### config.mk
export PLATFORM = sky130hd
export DESIGN_NAME = esfa_vector_fetch
export DESIGN_NICKNAME = d
export VERILOG_FILES = /design/src/rtl/esfa_pkg.sv /design/src/rtl/esfa_sync_fifo.sv /design/src/rtl/esfa_vector_fetch.sv
export SDC_FILE = /design/constraint.sdc
export NUM_CORES = 1
export LEC_CHECK = 0
export CAP_MARGIN = 20
export CORE_MARGIN = 10
export CORE_UTILIZATION = 34
export DETAILED_ROUTE_END_ITERATION = 10
export HOLD_SLACK_MARGIN = 0.12
export PLACE_DENSITY = 0.52
export RECOVER_POWER = 100
export SLEW_MARGIN = 20
export SYNTH_ARGS = -nofsm -noshare
export SYNTH_HDL_FRONTEND = slang
export SYNTH_SLANG_ARGS = --single-unit
### constraint.sdc
create_clock -name clk -period 3.8 [get_ports clk]
set_clock_uncertainty 0.1 [all_clocks]
set_input_delay 0.57 -clock clk [delete_from_list [all_inputs] [get_ports clk]]
set_output_delay 0.57 -clock clk [all_outputs]
set_load 0.02 [all_outputs]
### src/rtl/esfa_pkg.sv
// Shared ESFA vector word layout and fetch-controller types, reused by the
// benchmark harness so both sides agree on bit positions.
package esfa_pkg;

  localparam int WORD_W        = 40;
  localparam int FIELD_W       = 8;

  localparam int BIT_MUTATING  = 0;
  localparam int BIT_EXPECTED  = 1;
  localparam int BIT_END       = 2;
  localparam int BIT_METADATA  = 3;

  localparam int NEW_INDEX_LSB = 8;
  localparam int NEW_VALUE_LSB = 16;
  localparam int METADATA_LSB  = 24;
  localparam int SELECTOR_LSB  = 32;

  typedef enum logic [1:0] {
    ST_IDLE  = 2'd0,
    ST_FETCH = 2'd1,
    ST_DRAIN = 2'd2,
    ST_DONE  = 2'd3
  } fetch_state_e;

  // Returns the word with its end flag forced when force_end is set.
  function automatic logic [WORD_W-1:0] set_end_bit(input logic [WORD_W-1:0] w,
                                                    input logic              force_end);
    logic [WORD_W-1:0] r;
    r          = w;
    r[BIT_END] = w[BIT_END] | force_end;
    return r;
  endfunction

endpackage

### src/rtl/esfa_sync_fifo.sv
// Synchronous FIFO with a combinational head; a write is accepted while full
// when a read happens in the same cycle.
module esfa_sync_fifo #(
  parameter int WIDTH = 8,
  parameter int DEPTH = 4
) (
  input  logic                   clk,
  input  logic                   rst,
  input  logic                   wr_en,
  input  logic [WIDTH-1:0]       wr_data,
  input  logic                   rd_en,
  output logic [WIDTH-1:0]       rd_data,
  output logic                   full,
  output logic                   empty,
  output logic [$clog2(DEPTH):0] count
);

  localparam int AW = $clog2(DEPTH);
  localparam int CW = AW + 1;

  logic [WIDTH-1:0] mem_q [DEPTH];
  logic [AW-1:0]    wr_ptr_q;
  logic [AW-1:0]    rd_ptr_q;
  logic [CW-1:0]    count_q;
  logic             do_wr_s;
  logic             do_rd_s;

  assign empty   = (count_q == CW'(0));
  assign full    = (count_q == CW'(DEPTH));
  assign count   = count_q;
  assign rd_data = mem_q[rd_ptr_q];
  assign do_rd_s = rd_en & ~empty;
  assign do_wr_s = wr_en & (~full | do_rd_s);

  // Storage array; contents are qualified by count, so no reset is needed.
  always_ff @(posedge clk) begin
    if (do_wr_s) begin
      mem_q[wr_ptr_q] <= wr_data;
    end
  end

  // Pointer and occupancy bookkeeping.
  always_ff @(posedge clk or posedge rst) begin
    if (rst) begin
      wr_ptr_q <= {AW{1'b0}};
      rd_ptr_q <= {AW{1'b0}};
      count_q  <= {CW{1'b0}};
    end else begin
      if (do_wr_s) begin
        wr_ptr_q <= wr_ptr_q + AW'(1);
      end
      if (do_rd_s) begin
        rd_ptr_q <= rd_ptr_q + AW'(1);
      end
      case ({do_wr_s, do_rd_s})
        2'b10:   count_q <= count_q + CW'(1);
        2'b01:   count_q <= count_q - CW'(1);
        default: count_q <= count_q;
      endcase
    end
  end

endmodule

### src/rtl/esfa_vector_fetch.sv
// Streams test vectors from a fixed-latency ROM into a small output buffer
// with credit-based issue, end-of-program detection and address overflow.
module esfa_vector_fetch
  import esfa_pkg::*;
#(
  parameter int ADDR_W      = 10,
  parameter int ROM_LATENCY = 2,
  parameter int FIFO_DEPTH  = 4
) (
  input  logic               clk,
  input  logic               reset,
  input  logic               start,
  output logic [ADDR_W-1:0]  rom_addr,
  output logic               rom_en,
  input  logic [WORD_W-1:0]  rom_data,
  output logic               vec_valid,
  input  logic               vec_ready,
  output logic               vec_is_mutating,
  output logic               vec_expected_bool,
  output logic               vec_end,
  output logic               vec_is_metadata,
  output logic [FIELD_W-1:0] vec_new_index,
  output logic [FIELD_W-1:0] vec_new_value,
  output logic [FIELD_W-1:0] vec_metadata,
  output logic [FIELD_W-1:0] vec_selector,
  output logic [ADDR_W-1:0]  vec_addr,
  output logic               busy,
  output logic               done,
  output logic               overflow,
  output logic [15:0]        vec_count
);

  localparam int CW      = $clog2(FIFO_DEPTH) + 1;
  localparam int OCC_W   = CW + 2;
  localparam int ENTRY_W = ADDR_W + WORD_W;
  localparam logic [ADDR_W-1:0] LAST_ADDR = {ADDR_W{1'b1}};

  fetch_state_e           state_q, state_d;
  logic [ADDR_W-1:0]      addr_q, addr_d;
  logic                   overflow_q, overflow_d;
  logic [15:0]            vec_count_q, vec_count_d;
  logic [ROM_LATENCY-1:0] tag_v_q, tag_v_d;
  logic [ADDR_W-1:0]      tag_a_q [ROM_LATENCY];
  logic [ADDR_W-1:0]      tag_a_d [ROM_LATENCY];

  logic [OCC_W-1:0]       inflight_s;
  logic [OCC_W-1:0]       occ_s;
  logic                   issue_s;
  logic                   pop_s;
  logic                   cap_v_s;
  logic                   cap_last_s;
  logic                   cap_end_s;
  logic [ADDR_W-1:0]      cap_addr_s;
  logic [WORD_W-1:0]      cap_word_s;
  logic [WORD_W-1:0]      head_word_s;
  logic [ENTRY_W-1:0]     fifo_wr_data_s;
  logic [ENTRY_W-1:0]     fifo_rd_data_s;
  logic                   fifo_full_s;
  logic                   fifo_empty_s;
  logic [CW-1:0]          fifo_count_s;
  logic                   unused_head_s;

  // The returning word lines up with the oldest tag stage.
  assign cap_v_s        = tag_v_q[ROM_LATENCY-1];
  assign cap_addr_s     = tag_a_q[ROM_LATENCY-1];
  assign cap_last_s     = (cap_addr_s == LAST_ADDR);
  assign cap_word_s     = set_end_bit(rom_data, cap_last_s);
  assign cap_end_s      = cap_v_s & cap_word_s[BIT_END];
  assign fifo_wr_data_s = {cap_addr_s, cap_word_s};

  assign vec_valid = ~fifo_empty_s;
  assign pop_s     = vec_valid & vec_ready;
  assign issue_s   = (state_q == ST_FETCH) && (occ_s < OCC_W'(FIFO_DEPTH));
  assign rom_en    = issue_s;
  assign rom_addr  = addr_q;

  // Outstanding reads plus buffered words, less the one leaving this cycle.
  always_comb begin
    inflight_s = {OCC_W{1'b0}};
    for (int i = 0; i < ROM_LATENCY; i++) begin
      inflight_s = inflight_s + OCC_W'(tag_v_q[i]);
    end
    occ_s = inflight_s + OCC_W'(fifo_count_s) - OCC_W'(pop_s);
  end

  // Tag pipeline; an end capture discards every younger read, including one issued now.
  always_comb begin
    tag_v_d = tag_v_q;
    tag_a_d = tag_a_q;
    if (cap_end_s) begin
      tag_v_d = {ROM_LATENCY{1'b0}};
    end else begin
      tag_v_d[0] = issue_s;
      tag_a_d[0] = addr_q;
      for (int i = 1; i < ROM_LATENCY; i++) begin
        tag_v_d[i] = tag_v_q[i-1];
        tag_a_d[i] = tag_a_q[i-1];
      end
    end
  end

  // Run control: state, issue address, overflow flag and transfer counter.
  always_comb begin
    state_d = state_q;
    addr_d  = addr_q;
    if (pop_s && (vec_count_q != 16'hFFFF)) begin
      vec_count_d = vec_count_q + 16'd1;
    end else begin
      vec_count_d = vec_count_q;
    end
    if (cap_v_s && cap_last_s && !rom_data[BIT_END]) begin
      overflow_d = 1'b1;
    end else begin
      overflow_d = overflow_q;
    end
    case (state_q)
      ST_IDLE, ST_DONE: begin
        if (start) begin
          state_d     = ST_FETCH;
          addr_d      = {ADDR_W{1'b0}};
          overflow_d  = 1'b0;
          vec_count_d = 16'd0;
        end else begin
          state_d = state_q;
        end
      end
      ST_FETCH: begin
        if (issue_s && (addr_q != LAST_ADDR)) begin
          addr_d = addr_q + ADDR_W'(1);
        end else begin
          addr_d = addr_q;
        end
        if (cap_end_s || (issue_s && (addr_q == LAST_ADDR))) begin
          state_d = ST_DRAIN;
        end else begin
          state_d = ST_FETCH;
        end
      end
      ST_DRAIN: begin
        if (pop_s && vec_end) begin
          state_d = ST_DONE;
        end else begin
          state_d = ST_DRAIN;
        end
      end
      default: state_d = ST_IDLE;
    endcase
  end

  // State and tag registers.
  always_ff @(posedge clk or posedge reset) begin
    if (reset) begin
      state_q     <= ST_IDLE;
      addr_q      <= {ADDR_W{1'b0}};
      overflow_q  <= 1'b0;
      vec_count_q <= 16'd0;
      tag_v_q     <= {ROM_LATENCY{1'b0}};
      for (int i = 0; i < ROM_LATENCY; i++) begin
        tag_a_q[i] <= {ADDR_W{1'b0}};
      end
    end else begin
      state_q     <= state_d;
      addr_q      <= addr_d;
      overflow_q  <= overflow_d;
      vec_count_q <= vec_count_d;
      tag_v_q     <= tag_v_d;
      for (int i = 0; i < ROM_LATENCY; i++) begin
        tag_a_q[i] <= tag_a_d[i];
      end
    end
  end

  esfa_sync_fifo #(
    .WIDTH (ENTRY_W),
    .DEPTH (FIFO_DEPTH)
  ) u_out_fifo (
    .clk     (clk),
    .rst     (reset),
    .wr_en   (cap_v_s),
    .wr_data (fifo_wr_data_s),
    .rd_en   (vec_ready),
    .rd_data (fifo_rd_data_s),
    .full    (fifo_full_s),
    .empty   (fifo_empty_s),
    .count   (fifo_count_s)
  );

  assign head_word_s       = fifo_rd_data_s[WORD_W-1:0];
  assign vec_addr          = fifo_rd_data_s[ENTRY_W-1:WORD_W];
  assign vec_is_mutating   = head_word_s[BIT_MUTATING];
  assign vec_expected_bool = head_word_s[BIT_EXPECTED];
  assign vec_end           = head_word_s[BIT_END];
  assign vec_is_metadata   = head_word_s[BIT_METADATA];
  assign vec_new_index     = head_word_s[NEW_INDEX_LSB +: FIELD_W];
  assign vec_new_value     = head_word_s[NEW_VALUE_LSB +: FIELD_W];
  assign vec_metadata      = head_word_s[METADATA_LSB +: FIELD_W];
  assign vec_selector      = head_word_s[SELECTOR_LSB +: FIELD_W];
  assign unused_head_s     = ^{head_word_s[7:4], fifo_full_s};

  assign busy      = (state_q == ST_FETCH) || (state_q == ST_DRAIN);
  assign done      = (state_q == ST_DONE);
  assign overflow  = overflow_q;
  assign vec_count = vec_count_q;

endmodule

==> metrics, run 1 <==
grt ovf 0; status finished, violations left; crit path cell chain buf_6, mux4_2, dlygate4sd3_1; Slowest-stage cell, CP dlygate4sd3_1; final RePlAce weighted congestion 0.7931; endpoints failing hold 0; Post-synth ARST share 23.97%; first-pass GRT wire length 33130 um; start point of the worst hold path tag_a_q[14]$_DFFE_PP0N_; # setup viols final 0; Die H 188.8 um; share of layout cells above drive strength 1 17.87%; worst r2r src u_out_fifo.count[2]$_DFFE_PP0P_; Critical Path Sink Type output pin; Filler cells 2507; DR WL/cell 19.34 um; max-capacitance violation count 1; WHS 0.4053 ns; syn_nets 595; failing checks max-capacitance violations, max-slew violations; combinational family with the most area after synthesis multiplexers; H-tree levels 1; EDFF count, synth 184; worst vdd ir 0.0003532 V; DRC Markers 0; number of global-route vias before repair 5712; compound-cell area share of the yosys netlist 3.795%; Hold WC Path Type flop to flop; Worst-path clk slew 0.06 ns; area share of fa/ha/maj cells after synthesis 2.014%; IO Port Bufs 116; fmax 0.2826 GHz; GR Util All Layers 11.60%; pwr dens 699.8 mW/mm2; Pwr Total 8510 uW; Max Slew Vio Count 28; Cells after Synth 536; mean cell area of the mapped netlist 18.08 um2; chip width 188.8 um; CP max FO 36; min cycle time layout 3.538 ns; CP startpoint u_out_fifo.rd_ptr_q[0]$_DFFE_PP0N_; Core Rows 61; crit path launch type flop; Static Leak 0.004355 uW; WL final 20750 um; CP arrival 2.87 ns; Nets 734; Yosys top cell by area edfxtp_1; HPWL Detailed 13500 um; Area contributors post-synth edfxtp_1, dfrtp_1, mux4_2, mux2_2, ha_1; DR vias 5316; pin count of the biggest net entering global routing 37; hold_buf cts 0; simple-gate area share of the yosys netlist 5.964%; initial antenna violation count 1; Vias per Instance 4.954; CTS tree done; cts bufs inserted 25; Worst EP required 3.13 ns; Die ar. 0.03566 mm2; starting density of the core 34.70%; RSZ-0062 raised after global routing false; Synth Flop Type edfxtp_1; drt first-iter violations 226; Clock Latency Late Sink 0.52 ns; Root Buffer clkbuf_16; measured slew at the worst slew-check pin 1.792 ns; Max stage delay on crit path 0.67 ns; Sink Count 242; multiplexer area fraction after synthesis 13.23%; XOR/XNOR Fraction of Synth Area 1.536%; maximum clock path buffer count 3; area delta synth->final 25.47%; synthesized flop and latch total 242; post-synth cell types 54; DR pass1 iterations 4; Synth Warn # 0; synthesized area 0.009693 mm2; Core Area 0.02793 mm2; Final period util 93.11%; Ports 121; Worst slew margin -19.45%; register area share after synthesis 71.98%; Antenna Violating Nets Remaining 0; crit path kind flop to output pin; Synth top area share 57.00%
## layer usage
| metal | vias up | global-route usage [%] | wire length (um) |
|---|---|---|---|
| li1 | 2407 | - | - |
| met2 | 157 | 18.66 | 9704 |
| met1 | 2718 | 15.11 | 9094 |
| met5 | - | 0 | 0 |
| met4 | 0 | 2.656 | 358 |
| met3 | 34 | 3.471 | 1598 |
## layout make-up
cell class / instances / area, um2 / share of cell area (%)
Antenna cell: 1 / 2.502 / 0.02058
Multi-Input combinational cell: 260 / 2559 / 21.04
Sequential cell: 242 / 6982 / 57.41
Clock inverter: 15 / 181.4 / 1.492
Timing Repair Buffer: 131 / 1250 / 10.28
Tap cell: 378 / 473.0 / 3.889
Inverter: 15 / 56.30 / 0.4630
Clock buffer: 31 / 658.1 / 5.412
## synthesized netlist by cell type, types with 2 or more instances
cell / count
o211ai_1: 8
o21ai_0: 9
a31oi_1: 3
o41ai_1: 2
or3_1: 2
nor2_1: 21
dfrtp_1: 58
and2_1: 9
a21oi_1: 10
ha_1: 14
xor2_1: 11
a2bb2oi_1: 2
o21a_1: 3
nand3_1: 12
nor4_1: 2
xnor2_1: 6
buf_2: 7
o21ai_2: 2
clkbuf_1: 10
or4b_1: 2
or4_1: 3
nor3_1: 9
o31ai_1: 3
mux2_2: 21
mux4_2: 46
nand4_1: 12
or2_2: 2
nand2_1: 23
and3_1: 2
edfxtp_1: 184
inv_1: 15
## state kept, by name, summed over array words and instances, names as in the netlist, 3 cells and up
name and count:
u_out_fifo.mem_q 184, vec_count 16, cap_addr_s 10, rom_addr 10, tag_a_q 10, u_out_fifo.count 3
## critical path: cells and delay by family (launching register included)
family,cells,cell delay [ns]
buffers and inverters,2,1.16
flip-flops,1,0.59
multiplexers,1,0.56
## metrics by stage
stage | TNS [ns] | cell area (um2) | setup WS [ns] | util, % | cells
final | 0 | 12160 | 0.2619 | 43.54 | 1073
after global routing | 0 | 12160 | 0.05941 | 43.54 | 1073
after CTS | 0 | 12260 | 0.1238 | 43.90 | 1072
after detailed placement | -0.01883 | 11420 | -0.01883 | 40.90 | 1026
after global placement | 0 | 11420 | 0.06388 | 40.90 | 1026
after floorplan | 0 | 9693 | 0.6192 | - | 536
## what timing repair did
action                                  4_1_cts  5_1_grt
setup buffers                                 0        0
gates resized for setup                       1        2
endpoints found under the setup margin        1        1
endpoints found under the hold margin         0        0
## cells in the final DEF, fill, tap and decap left out, types with 3 or more instances in the layout
master,n
and2_1,3
o31ai_1,3
dlygate4sd3_1,85
buf_4,3
a21oi_1,10
xor2_1,11
clkbuf_1,13
o21ai_0,11
mux4_2,46
bufinv_16,4
ha_1,14
nor3_1,9
clkinv_2,6
mux2_2,20
dfrtp_1,56
inv_1,15
edfxtp_1,184
o21a_1,3
clkbuf_16,25
o211ai_1,8
or4_1,3
nand2_1,23
xnor2_1,6
nand4_1,12
nand3_1,12
clkbuf_2,3
clkdlybuf4s50_1,30
nor2_1,21
a31oi_1,3
and2_0,5
## kinds of logic (layout without fill, tap and decap cells)
| group | Yosys count | after routing |
|---|---|---|
| buf+inv | 34 | 192 |
| xor+xnor | 17 | 17 |
| simple gates | 109 | 109 |
| compound gates | 51 | 51 |
| flops | 242 | 242 |
| mux | 68 | 68 |
| other cells | 0 | 1 |
| fa+ha+maj | 15 | 15 |
## path summary, 6_finish.rpt
| kind | end | cells after the start | slack, ns |
|---|---|---|---|
| min | tag_a_q[14]$_DFFE_PP0N_ | 1 | 0.41 |
| min reg2reg | tag_a_q[14]$_DFFE_PP0N_ | 1 | 0.41 |
| max reg2reg | u_out_fifo.mem_q[2][13]$_DFFE_PP_ | 4 | 0.45 |
| min in group asynchronous | vec_count[13]$_DFF_PP0_ | 2 | 0.62 |
| max | vec_addr[3] | 3 | 0.26 |
| max in group asynchronous | tag_v_q[1]$_DFF_PP0_ | 3 | 1.36 |
## where the power goes
group | leakage [uW] | total (uW) | internal, uW | switching (uW)
clock network | 0.000409 | 2490 | 1500 | 988
logic | 0.00151 | 2710 | 1240 | 1460
registers | 0.00244 | 3310 | 3100 | 209
(Power assumes the default switching activity.)
==> inputs of run 2 (changes only) <==
Settings changed: MAX_ROUTING_LAYER set to met4.
==> run 2 against run 1 <==
Against the previous run: the run still ends with max-capacitance violations, max-slew violations left; non-clock buffer count stayed put; register-to-register slack is essentially flat; utilization stayed put; first-iteration DRC count rose by 6.2%; clock-buffer cell count is the same; global-route usage rose by 0.33 points; cell area is the same; clock power about the same; sequential power hardly changed; via count fell by 0.17%; die area did not move; critical path type unchanged; highest routed layer unchanged.
==> metrics, run 2 (synthesis results as in run 1) <==
status finished, violations left; failing checks max-capacitance violations, max-slew violations; DRC Markers 0 (unchanged); Finished Layout Cells 1073 (unchanged); grt ovf 0 (unchanged); max-capacitance violation count 1 (unchanged); first-pass GRT wire length 33090 um (-0.12%); Worst-path clk slew 0.06 ns (about the same); measured slew at the worst slew-check pin 1.789 ns (-0.002972 ns); chip width 188.8 um (unchanged); CP max FO 36 (unchanged); met2 usage 18.68% (about the same); worst r2r src u_out_fifo.count[2]$_DFFE_PP0P_; Setup Buffers After CTS 0 (unchanged); HPWL Detailed 13500 um (unchanged); Top reg by flops u_out_fifo.mem_q; CTS tree done; Filler cells 2507 (unchanged); # setup viols final 0 (unchanged); RSZ-0062 raised after global routing false; commonest non-fill, non-tap cell in the layout edfxtp_1; final RePlAce weighted congestion 0.8023 (+1.2%); M1 GR Usage 15.43% (+0.33 points); Crit Reg-Reg Endpoint u_out_fifo.mem_q[3][21]$_DFFE_PP_; r2r worst-path depth 4 (unchanged); Final period util 93.04% (about the same); DR WL/cell 19.35 um (about the same); Setup TNS 0 ns (unchanged); fmax 0.2828 GHz (about the same); Antenna Violating Nets Remaining 0 (unchanged); WHS 0.4050 ns (-0.0003050 ns); Core Rows 61 (unchanged); DR pass1 iterations 4 (unchanged); worst vdd ir 0.0003536 V (+0.11%); min cycle time layout 3.535 ns (-0.002619 ns); placed cell area 0.01142 mm2 (unchanged); H-tree levels 1 (unchanged); Static Leak 0.004355 uW (unchanged); Clock Latency Late Sink 0.53 ns (about the same); Die H 188.8 um (unchanged); cts bufs inserted 25 (unchanged); Critical Path Sink Type output pin; number of global-route vias before repair 5718 (+0.11%); drt first-iter violations 240 (+6.2%); Hold WC Path Type flop to flop; Vias per Instance 4.946 (-0.17%); final cell area excluding filler cells 0.01216 mm2 (unchanged); initial antenna violation count 1 (unchanged); endpoints failing hold 0 (unchanged); max FFs per register 184 (unchanged); pin count of the biggest net entering global routing 37 (unchanged); maximum clock path buffer count 3 (unchanged); Ports 121 (unchanged); Max Slew Vio Count 28 (unchanged); Die ar. 0.03566 mm2 (unchanged); starting density of the core 34.70% (unchanged); Sink Count 242 (unchanged); reg2reg setup slack 0.44 ns (about the same); Root Buffer clkbuf_16; GR peak layer met2; IO Port Bufs 116 (unchanged); DR vias 5307 (-0.17%); Core Area 0.02793 mm2 (unchanged); Nets 734 (unchanged); GR Util met3 2.936% (-0.54 points); share of layout cells above drive strength 1 17.87% (unchanged); pwr dens 699.7 mW/mm2 (about the same); most frequent cells in the layout edfxtp_1, dlygate4sd3_1, dfrtp_1, mux4_2, clkdlybuf4s50_1; Post-Place Cells 1026 (unchanged); Worst EP required 3.13 ns (about the same); Worst slew margin -19.25% (+0.20 points); GR Util All Layers 11.93% (+0.33 points); crit path to vec_addr[3]; CP startpoint u_out_fifo.rd_ptr_q[0]$_DFFE_PP0N_; CP arrival 2.87 ns (about the same); area delta synth->final 25.47% (unchanged); crit path kind flop to output pin; crit path launch type flop; WL final 20760 um (about the same)
## run 2: worst max-delay path: stages, from the launching register on
cell           delay [ns]
dfrtp_4              0.58
buf_6                0.49
mux4_2               0.56
dlygate4sd3_1        0.67
## run 2: worst min path at each step
stage | startpoint | to | slack, ns | cells after the start
floorplan | tag_v_q[0]$_DFF_PP0_ | tag_v_q[1]$_DFF_PP0_ | 0.35 | 1
global placement | tag_v_q[0]$_DFF_PP0_ | tag_v_q[1]$_DFF_PP0_ | 0.38 | 1
detailed placement | tag_v_q[0]$_DFF_PP0_ | tag_v_q[1]$_DFF_PP0_ | 0.38 | 1
CTS | reset | tag_a_q[16]$_DFFE_PP0N_ | 0.32 | 2
global route | tag_a_q[14]$_DFFE_PP0N_ | tag_a_q[14]$_DFFE_PP0N_ | 0.42 | 1
finish | tag_a_q[14]$_DFFE_PP0N_ | tag_a_q[14]$_DFFE_PP0N_ | 0.41 | 1
## run 2: final cells by class
type | instances | area, um2 | area share (%)
sequential | 242 | 6982 | 57.41
multi-input combinational | 260 | 2559 | 21.04
timing repair buffer | 131 | 1250 | 10.28
clock buffer | 31 | 658.1 | 5.412
tap | 378 | 473.0 | 3.889
clock inverter | 15 | 181.4 | 1.492
inverter | 15 | 56.30 | 0.4630
antenna | 1 | 2.502 | 0.02058
## run 2: what timing repair did
item | CTS | global route
hold endpoints to repair | 0 | 0
gates resized for setup | 1 | 2
hold buffers | 0 | 0
endpoints found under the setup margin | 1 | 1
## run 2: stage by stage
stage          total power (uW)  util, %  setup slack, ns
6_report                   8509    43.54           0.2645
5_1_grt                    8986    43.54          0.05939
4_1_cts                    8798    43.90           0.1238
3_5_place_dp               6278    40.90         -0.01883
3_3_place_gp               6228    40.90          0.06388
2_1_floorplan              5065        -           0.6192
## run 2: layer usage
layer,share of wire (%),wire length (um)
met1,45,9395
met2,46,9641
met3,6.4,1330
met4,1.9,392
met5,0,0
## run 2: power by group
| part | leakage, uW | internal [uW] | switching [uW] | total, uW |
|---|---|---|---|---|
| clock | 0.000409 | 1500 | 987 | 2490 |
| sequential | 0.00244 | 3100 | 209 | 3310 |
| combinational | 0.00151 | 1240 | 1460 | 2710 |
| total | 0.00436 | 5850 | 2660 | 8510 |
==> inputs of run 3 (changes only) <==
Settings changed: CORE_MARGIN 10 to 2, MAX_ROUTING_LAYER met4 to not set, SETUP_SLACK_MARGIN set to 0.05.
==> run 3 against run 2 <==
Against the previous run: the flow now finishes without violations; die area shrank 16%; sequential share of layout area shrank 0.39 points; combinational power shrank 2%; register-to-register slack lost 0.03 ns; power grew 0.97%; critical path depth grew 7; clock power grew 7%; maximum frequency grew 0.25%; non-clock buffer count shrank 2; worst setup slack gained 0.0087 ns; utilization grew 0.30 points; sequential power is essentially flat; largest power group unchanged.
==> metrics, run 3 (synthesis results as in run 1) <==
antenna cells 0 (-1); # setup viols final 0 (unchanged); RSZ-0062 raised after global routing false; fin util 43.83% (+0.30 points); Crit Reg-Reg Endpoint rom_addr[6]$_DFFE_PP0P_; Core Area 0.02793 mm2 (unchanged); first-pass GRT wire length 31770 um (-4.0%); Slowest-stage cell, CP dfrtp_1; hold_buf cts 0 (unchanged); Top reg by flops u_out_fifo.mem_q; Metal-1 WL 9018 um (-4.0%); Critical path buffers and inverters 3 (+1); delay-heaviest family, CP compound AO/OA/AOI/OAI gates; most frequent cells in the layout edfxtp_1, dlygate4sd3_1, dfrtp_1, mux4_2, clkbuf_16; min cycle time layout 3.527 ns (-0.008656 ns); grt ovf 0 (unchanged); Worst-path clk slew 0.06 ns (about the same); Worst EP required 3.13 ns (about the same); DR vias 5294 (-0.24%); chip width 172.8 um (-8.5%); crit path cell chain o31ai_2, inv_1, ha_1, inv_1, ha_1, nand3_1, a211o_2, o21a_1, nor2_1, clkbuf_2; IO Port Bufs 116 (unchanged); WL final 19730 um (-4.9%); Antenna Violating Nets Remaining 0 (unchanged); commonest non-fill, non-tap cell in the layout edfxtp_1; Nets 734 (unchanged); Die H 172.8 um (-8.5%); maximum clock path buffer count 3 (unchanged); CTS tree done; DR pass1 iterations 4 (unchanged); pre-CTS setup slack -0.04548 ns (-0.02665 ns); pwr dens 701.7 mW/mm2 (+0.29%); max FFs per register 184 (unchanged); CP arrival 2.86 ns (about the same); pin count of the biggest net entering global routing 38 (+2.7%); max-capacitance violation count 0 (-1); crit path launch type flop; measured slew at the worst slew-check pin 1.279 ns (-0.5095 ns); Core Rows 61 (unchanged); r2r worst-path depth 11 (+7); H-tree levels 1 (unchanged); Sink Count 242 (unchanged); Worst slew margin 14.67% (+34 points); DRC Markers 0 (unchanged); Final WS setup 0.2732 ns (+0.008656 ns); share of layout cells above drive strength 1 18.71% (+0.84 points); Max stage delay on crit path 0.45 ns (-0.22 ns); Die ar. 0.02988 mm2 (-16%); worst vdd ir 0.0003753 V (+6.1%); cts bufs inserted 27 (+8.0%); Hold WC Path Type flop to flop; Root Buffer clkbuf_16; final RePlAce weighted congestion 0.8255 (+2.9%); Hold Path End tag_v_q[1]$_DFF_PP0_; fmax 0.2835 GHz (+0.25%); number of global-route vias before repair 5621 (-1.7%); DR WL/cell 18.39 um (-4.9%); Ports 121 (unchanged); met2 WL post-DR 9305 um (-3.5%); Vias per Instance 4.934 (-0.24%); Critical Path Sink Type output pin; area delta synth->final 26.32%; reg2reg setup slack 0.41 ns (-0.03 ns); Static Leak 0.004409 uW (+1.2%); WL met3 1144 um (-14%); status complete, no violations; start point of the worst hold path tag_v_q[0]$_DFF_PP0_; endpoints failing hold 0 (unchanged); GR Util All Layers 13.32% (+1.4 points); CP max FO 6 (-83%); Final period util 92.81% (-0.23 points); Hold Crit Depth 1 (unchanged); crit path kind flop to output pin; HPWL Detailed 12140 um (-10%); starting density of the core 34.70% (unchanged); Clock Latency Late Sink 0.52 ns (about the same); drt first-iter violations 242 (+0.83%); worst r2r src u_out_fifo.count[1]$_DFFE_PP0P_; DR top layer met4; initial antenna violation count 0 (-1); Max Slew Vio Count 0 (-100%)
run 3: stage by stage:
stage | hold slack (ns) | power, uW | instance area [um2] | instances | TNS (ns)
after floorplan | 0.3542 | 5065 | 9693 | 536 | 0
after global placement | 0.3732 | 6178 | 11420 | 1024 | 0
after detailed placement | 0.3715 | 6240 | 11420 | 1024 | -0.04548
after CTS | 0.3205 | 8944 | 12360 | 1073 | 0
after global routing | 0.4139 | 9040 | 12240 | 1073 | 0
final | 0.3823 | 8592 | 12240 | 1073 | 0
run 3: worst register-to-register path: cells and delay by family, from the launching register on:
| family | cells | cell delay, ns |
|---|---|---|
| AND/OR/NAND/NOR | 2 | 0.28 |
| buffers and inverters | 3 | 0.34 |
| flip-flops | 1 | 0.45 |
| adder cells (fa/ha/maj) | 2 | 0.47 |
| AO/OA/AOI/OAI | 4 | 1.64 |
run 3: worst max path at each step:
stage | from | cells after the start | end
global placement | vec_ready | 11 | rom_en
floorplan | u_out_fifo.count[2]$_DFFE_PP0P_ | 10 | rom_en
global route | u_out_fifo.count[2]$_DFFE_PP0P_ | 4 | u_out_fifo.mem_q[0][37]$_DFFE_PP_
CTS | u_out_fifo.count[1]$_DFFE_PP0P_ | 10 | rom_en
detailed placement | vec_ready | 11 | rom_en
finish | u_out_fifo.count[1]$_DFFE_PP0P_ | 10 | rom_en
run 3: timing repair:
action | CTS | global route
gates resized for setup | 1 | 2
setup buffers | 0 | 0
setup endpoints to repair | 1 | 1
run 3: per-layer routing:
| metal | global-route usage, % | vias up |
|---|---|---|
| met5 | 0 | - |
| met3 | 2.836 | 23 |
| li1 | - | 2403 |
| met4 | 2.719 | 0 |
| met1 | 18.34 | 2701 |
| met2 | 21.93 | 167 |
run 3: area by class of cell:
cell class,count,area (um2)
fill,2480,15690
sequential,242,6982
multi-input combinational,260,2557
timing repair buffer,129,1239
clock buffer,36,792.0
tap,378,473.0
clock inverter,13,145.1
inverter,15,56.30
run 3: power breakdown:
part / switching (uW) / internal [uW] / leakage (uW)
clock: 1010 / 1660 / 0.000457
combinational: 1470 / 1170 / 0.00152
sequential: 172 / 3100 / 0.00244
